**config.mk**
```make
export PLATFORM = sky130hd
export DESIGN_NAME = baud_rate_generator
export DESIGN_NICKNAME = d
export VERILOG_FILES = /design/src/rtl/baud_rate_generator.sv
export SDC_FILE = /design/constraint.sdc
export NUM_CORES = 1
export LEC_CHECK = 0
export ABC_AREA = 0
export BUFFER_PORTS_ARGS = -buffer_cell sky130_fd_sc_hd__buf_2
export CAP_MARGIN = 20
export CORE_MARGIN = 1
export CORE_UTILIZATION = 40
export DETAILED_ROUTE_END_ITERATION = 6
export GPL_TIMING_DRIVEN = 0
export SLEW_MARGIN = 20
export SYNTH_ARGS = -nofsm -noshare
export SYNTH_HDL_FRONTEND = slang
export SYNTH_SLANG_ARGS = --single-unit
```
**constraint.sdc**
```tcl
create_clock -name CLK -period 5.3 [get_ports CLK]
set_input_delay 0.795 -clock CLK [delete_from_list [all_inputs] [get_ports CLK]]
set_output_delay 0.795 -clock CLK [all_outputs]
set_load 0.05 [all_outputs]
```
**src/rtl/baud_rate_generator.sv**
```systemverilog
// Programmable UART baud-rate generator with divisor-latch semantics.
// Divides CLK by DIVISOR to produce a registered 16x baud clock, a baud tick
// enable and a bit-rate tick enable (one per OVERSAMPLE baud ticks).
module baud_rate_generator #(
  parameter int unsigned DIV_W      = 16,
  parameter int unsigned OVERSAMPLE = 16
) (
  input  logic             CLK,
  input  logic             RST,
  input  logic [DIV_W-1:0] DIVISOR,
  output logic             BAUDOUT_CLK,
  output logic             BAUD_TICK,
  output logic             BIT_TICK
);

  localparam int unsigned SubW = $clog2(OVERSAMPLE);
  localparam logic [SubW-1:0] SubMax = SubW'(OVERSAMPLE - 1);

  logic [DIV_W-1:0] cnt_q, cnt_d;
  logic [SubW-1:0]  sub_q, sub_d;
  logic             baud_clk_q, baud_clk_d;
  logic             baud_tick_q, baud_tick_d;
  logic             bit_tick_q, bit_tick_d;
  logic [DIV_W:0]   half;
  logic [DIV_W-1:0] div_m1;

  // Next-state for the divide counter, sub-counter and all registered outputs.
  always_comb begin
    half        = ({1'b0, DIVISOR} + (DIV_W + 1)'(1)) >> 1;
    div_m1      = DIVISOR - DIV_W'(1);
    cnt_d       = cnt_q;
    sub_d       = sub_q;
    baud_clk_d  = 1'b0;
    baud_tick_d = 1'b0;
    bit_tick_d  = 1'b0;

    if (DIVISOR == '0) begin
      // Disabled: park both counters so re-enabling restarts like a reset.
      cnt_d = '0;
      sub_d = '0;
    end else if (DIVISOR == DIV_W'(1)) begin
      cnt_d       = '0;
      baud_tick_d = 1'b1;
      baud_clk_d  = 1'b1;
    end else begin
      // ">=" lets a shrunken divisor wrap immediately instead of overrunning.
      if (cnt_q >= div_m1) begin
        cnt_d       = '0;
        baud_tick_d = 1'b1;
      end else begin
        cnt_d = cnt_q + DIV_W'(1);
      end
      // Odd divisors give the extra cycle to the high phase.
      baud_clk_d = ({1'b0, cnt_d} < half);
    end

    if (baud_tick_d) begin
      sub_d      = sub_q + SubW'(1);
      bit_tick_d = (sub_q == SubMax);
    end
  end

  // State and output registers with synchronous active-high reset.
  always_ff @(posedge CLK) begin
    if (RST) begin
      cnt_q       <= '0;
      sub_q       <= '0;
      baud_clk_q  <= 1'b0;
      baud_tick_q <= 1'b0;
      bit_tick_q  <= 1'b0;
    end else begin
      cnt_q       <= cnt_d;
      sub_q       <= sub_d;
      baud_clk_q  <= baud_clk_d;
      baud_tick_q <= baud_tick_d;
      bit_tick_q  <= bit_tick_d;
    end
  end

  assign BAUDOUT_CLK = baud_clk_q;
  assign BAUD_TICK   = baud_tick_q;
  assign BIT_TICK    = bit_tick_q;

endmodule

```
# After elaboration in Yosys (flattened, before gate mapping)
# Index checks and enable logic that the tools add are counted.
[totals] regBits=23 latchBits=0 ram_bits=0 mem_bits_ro=0 in_bits=18 output_inout_bits=3 word_cells=28 memories=0
[classes] n_addsub=4 mul=0 n_div=0 order_cmp=2 eq_ne=2 shift=0 muxes=9 bitwise=1 n_reduce_logical=5
[op_table] operator="$mux W16" n=3
[op_table] operator="$add A16 B1 Y17 const B" n=1
[op_table] operator="$add A16 B1 Y16 const B" n=1
[op_table] operator="$eq A16 B1 Y1 const B" n=1
[op_table] operator="$ge A16 B16 Y1" n=1
[op_table] operator="$logic_not A16 Y1" n=1
[op_table] operator="$lt A16 B16 Y1" n=1
[op_table] operator="$sub A16 B1 Y16 const B" n=1
[op_table] operator="$mux W4" n=2
[op_table] operator="$add A4 B1 Y4 const B" n=1
[op_table] operator="$eq A4 B4 Y1 const B" n=1
[op_table] operator="$mux W1" n=4
[op_table] operator="$reduce_or A2 Y1" n=2
[op_table] operator="$reduce_or A3 Y1" n=1
[op_table] operator="$reduce_bool A2 Y1" n=1
[op_table] operator="$not A1 Y1" n=1

# Logic depth before layout (Yosys ltp)
[logic_depth] ltp_word=7 mapped_depth=21 depth_no_buf=19

# Least setup slack after synthesis
# Ideal clock, no wire load.
[synth_path] path_type="input port to flip-flop" from="input port DIVISOR[5]" to="register baud_clk_q (netlist: BAUDOUT_CLK)" setup_ns=0.074 arrival_ns=4.332 required_ns=5.226 setup_slack_ns=0.893 path_stages=21 path_buffers=3 path_cell_list="buf_6 -> or3_1 -> buf_2 -> nor2_2 -> nand3_1 -> nor3_1 -> xnor2_1 -> ha_1 -> nand4_1 -> o21bai_1 -> a211oi_1 -> nand3_1 -> buf_2 -> nor2_1 -> ha_1 -> a21o_1 -> nand3_1 -> a21oi_1 -> a211oi_1 -> o2111ai_1 -> a31oi_1"
[synth_via] elab_chain_cells=7 elab_cells_between_ends=11 classes_between="add/sub: 2; order compare: 2; eq/ne: 1; mux: 4; reduce/logical: 2"
[synth_rtl] item="start, declared" line="10" text="input logic [DIV_W-1:0] DIVISOR,"
[synth_rtl] item="$sub A16 B1 Y16" line="30" text="div_m1 = DIVISOR - DIV_W'(1);"
[synth_rtl] item="$ge A16 B16 Y1" line="47" text="if (cnt_q >= div_m1) begin"
[synth_rtl] item="$mux W16" line="47"
[synth_rtl] item="$mux W16" line="41" text="end else if (DIVISOR == DIV_W'(1)) begin"
[synth_rtl] item="$mux W16" line="37" text="if (DIVISOR == '0) begin"
[synth_rtl] item="$lt A16 B16 Y1" line="54" text="baud_clk_d = ({1'b0, cnt_d} < half);"
[synth_rtl] item="$mux W1" line="41"
[synth_rtl] item="end signal, assigned" line="74" text="baud_clk_q <= baud_clk_d;"
[synth_rtl] item="end, declared" line="21" text="logic baud_clk_q, baud_clk_d;"
# Parallel ways exist; a longest one is shown, timed or not. The select of a mux whose other input is x is not followed.
# A chain may end at the register's enable or synchronous reset.

# Worst setup path after layout
[layout_path] from="input port DIVISOR[7]" to="register baud_clk_q (netlist: BAUDOUT_CLK)"
# The elaborated chain is that of the path after synthesis.

==> metrics.md <==
| Metric | Value |
|---|---|
| Die H | `77.72 um` |
| Unrepaired setup endpoints after global routing | `false` |
| Synth Instances | `295` |
| Crit Path Max Fanout | `10` |
| Number of enable flip-flop cells after synthesis | `0` |
| H-Tree Depth | `1` |
| Num Clock Sinks | `23` |
| Lkg Pwr | `about 1.1 nW` |
| Clock buffer depth | `2` |
| CP endpoint kind | `register` |
| Synthesized cell area | `approximately 2300 um2` |
| Total grt overflow | `0` |
| Hold Slack | `462.1 ps` |
| Fillers | `565` |
| Clock transition at the registers of the reported paths | `80 ps` |
| First-pass GRT wire length | `8.583 mm` |
| Post-route worst setup slack | `271.1 ps` |
| Final cycle utilization of the critical path | `between 90% and 100%` |
| DP HPWL | `4.393 mm` |
| Syn_nets | `approximately 350` |
| Highest Clock Rate | `0.1989 GHz` |
| Vias in the first global route | `1869` |
| Hold Crit Class | `reg2reg` |
| Kind of critical path | `in2reg` |
| Post-synth top flop | `dfxtp_1` |
| Layout Nets | `369` |
| Via density | `about 5.2` |
| Slew Limit Fails | `0` |
| Remaining antenna violation count | `0` |
| Setup violators final | `0` |
| Die ar. | `a little over 6000 um2` |
| Final min period | `just over 5000 ps` |
| Outcome | `complete, no violations` |
| Via count | `2008` |
| Worst Tran Pin Value | `roughly 800 ps` |
| Commonest non-fill, non-tap cell in the layout | `nor2_1` |
| Count of warnings emitted by yosys | `0` |
| Total GRT Usage | `18.07%` |
| Wirelength, routed | `5.218 mm` |
| PwrDens | `roughly 150 nW/um2` |
| Util after Layout | `45.76%` |
| Worst slack, placed | `-122.4 ps` |
| Relative slew slack | `a little under half` |
| Flops & latches, synth | `23` |
| Final-report hold violation count | `0` |
| Worst-skew pair later-pin latency | `260 ps` |
| Starting Density | `41.65%` |
| CP required | `roughly 5500 ps` |
| Core Footprint | `approximately 5500 um2` |
| DR WL/cell | `13.52 um` |
| Drt drc | `0` |
| Yosys cell types | `38` |
| Sequential element share of the synthesized area | `20.08%` |
| VDD IR max | `0.1314 mV` |
| Chip width | `between 70 and 80 um` |
| Setup repair bufs after CTS | `0` |
| Port buffer count | `15` |
| Worst Setup Start Kind | `input pin` |
| Largest net degree at the start of global routing | `13` |
| Layout cells sized above 1 | `12.42%` |
| Final non-filler cell total | `386` |
| Ant diodes | `0` |
| Layout area overhead | `9.875%` |
| Number of max-cap violations | `0` |
| Placed cells | `382` |
| DRT Pass-1 Iters | `4` |
| CTS root buffer | `clkbuf_8` |
| DR iter-0 viols | `71` |
| Cell row count | `27` |
| Asr flop ratio synth | `0%` |
| Initial antenna violation count | `0` |
| Ports | `21` |
| Synth Area per Inst | `a little under 8 um2` |
| CTS Buf Count | `3` |
| Clock Skew | `approximately 1.1 ps` |
| Critical Path AT | `5190 ps` |
| Most frequent cells in the layout | `nor2_1 (43), ha_1 (36), nand2_1 (27)` |
| CTS tree | `yes` |
| Gpl congestion | `slightly below 0.8` |
==> flip-flops by register name, indices dropped and copies added (netlist names) <==
register / cells
cnt_q: 16
sub_q: 4
BAUDOUT_CLK: 1
BAUD_TICK: 1
BIT_TICK: 1
==> where the power goes <==
| group | internal [W] | switching, W | total, W |
|---|---|---|---|
| registers | 0.000175 | 0.00000272 | 0.000178 |
| clock network | 0.0000536 | 0.0000539 | 0.000107 |
| logic | 0.0000350 | 0.0000488 | 0.0000838 |
==> final timing paths <==
kind / to / startpoint / slack, ps / depth (start not counted)
worst max-delay path: BAUDOUT_CLK / DIVISOR[7] / 270 / 21
worst min-delay path: BIT_TICK / sub_q[3] / 460 / 2
worst max register to register: BAUDOUT_CLK / cnt_q[15] / 1790 / 14
worst min register to register: BIT_TICK / sub_q[3] / 460 / 2
==> worst max-delay path, stage by stage <==
cell and delay, ps:
buf_2 130, or3_1 370, buf_2 160, nor2_2 160, nand3_1 170, nor3_1 220
xnor2_1 120, ha_1 290, nand4_1 200, nor4_2 420, o31ai_2 190, nand3_1 130
buf_2 210, nor2_1 80, ha_1 300, a21o_1 160, nand3_1 70, a21oi_1 70
a211oi_1 420, o2111ai_1 200, a31oi_1 310
==> cells in the mapped netlist (4+ instances only) <==
library cell	count	share of area, %
inv_1	7	1.1
and3_1	5	1.4
buf_2	4	0.87
dfxtp_1	23	20
nand4_1	8	2.2
a21oi_1	13	2.8
nor2b_1	4	1.1
xnor2_1	20	7.6
xor2_1	24	9.2
nand2_1	27	4.4
nor2_1	43	7.0
nor3_1	16	3.5
nand3_1	25	5.5
ha_1	36	20
==> layout make-up <==
cell class / count / area, um2 / area share (%)
Timing Repair Buffer: 15 / 75.07 / 2.979
Clock buffer: 4 / 45.04 / 1.787
Inverter: 7 / 26.28 / 1.043
Tap cell: 72 / 90.09 / 3.575
Multi-Input combinational cell: 257 / 1765 / 70.06
Sequential cell: 23 / 460.4 / 18.27
Buffer: 8 / 57.56 / 2.284
==> cells by family after synthesis <==
kind of cell               after synthesis  synth area share, %
xor gates and xnor gates                44                16.80
and+or+nand+nor                        143                29.62
DFF                                     23                20.08
buffers and inverters                   15                3.655
adders and majority gates               36                19.64
muxes                                    1               0.4365
AOI/OAI and AO/OA                       33                9.766
==> per-layer routing <==
metal  wire, um  global-route usage (%)  share of wire, %  up-vias
met5          0                       0                 0        -
met4          0                   1.132                 0        0
met3        112                   3.176               2.1        0
met2       2509                   32.30                48       29
met1       2596                   23.43                50      908
li1           -                       -                 -     1071
==> metrics by stage <==
| step | power, W | TNS [ps] | cell area, um2 |
|---|---|---|---|
| 4_1_cts | 0.0003720 | 0 | 2504 |
| 3_3_place_gp | 0.0002644 | -48.44 | 2459 |
| 6_report | 0.0003690 | 0 | 2520 |
| 3_5_place_dp | 0.0002654 | -122.4 | 2459 |
| 5_1_grt | 0.0003951 | 0 | 2520 |
| 2_1_floorplan | 0.0002394 | 0 | 2293 |
==> repair_timing <==
action,CTS,global route
resized for setup,0,3
endpoints found under the setup margin,0,1
hold buffers,0,0
Note: power is estimated with default switching activity, not from simulation.
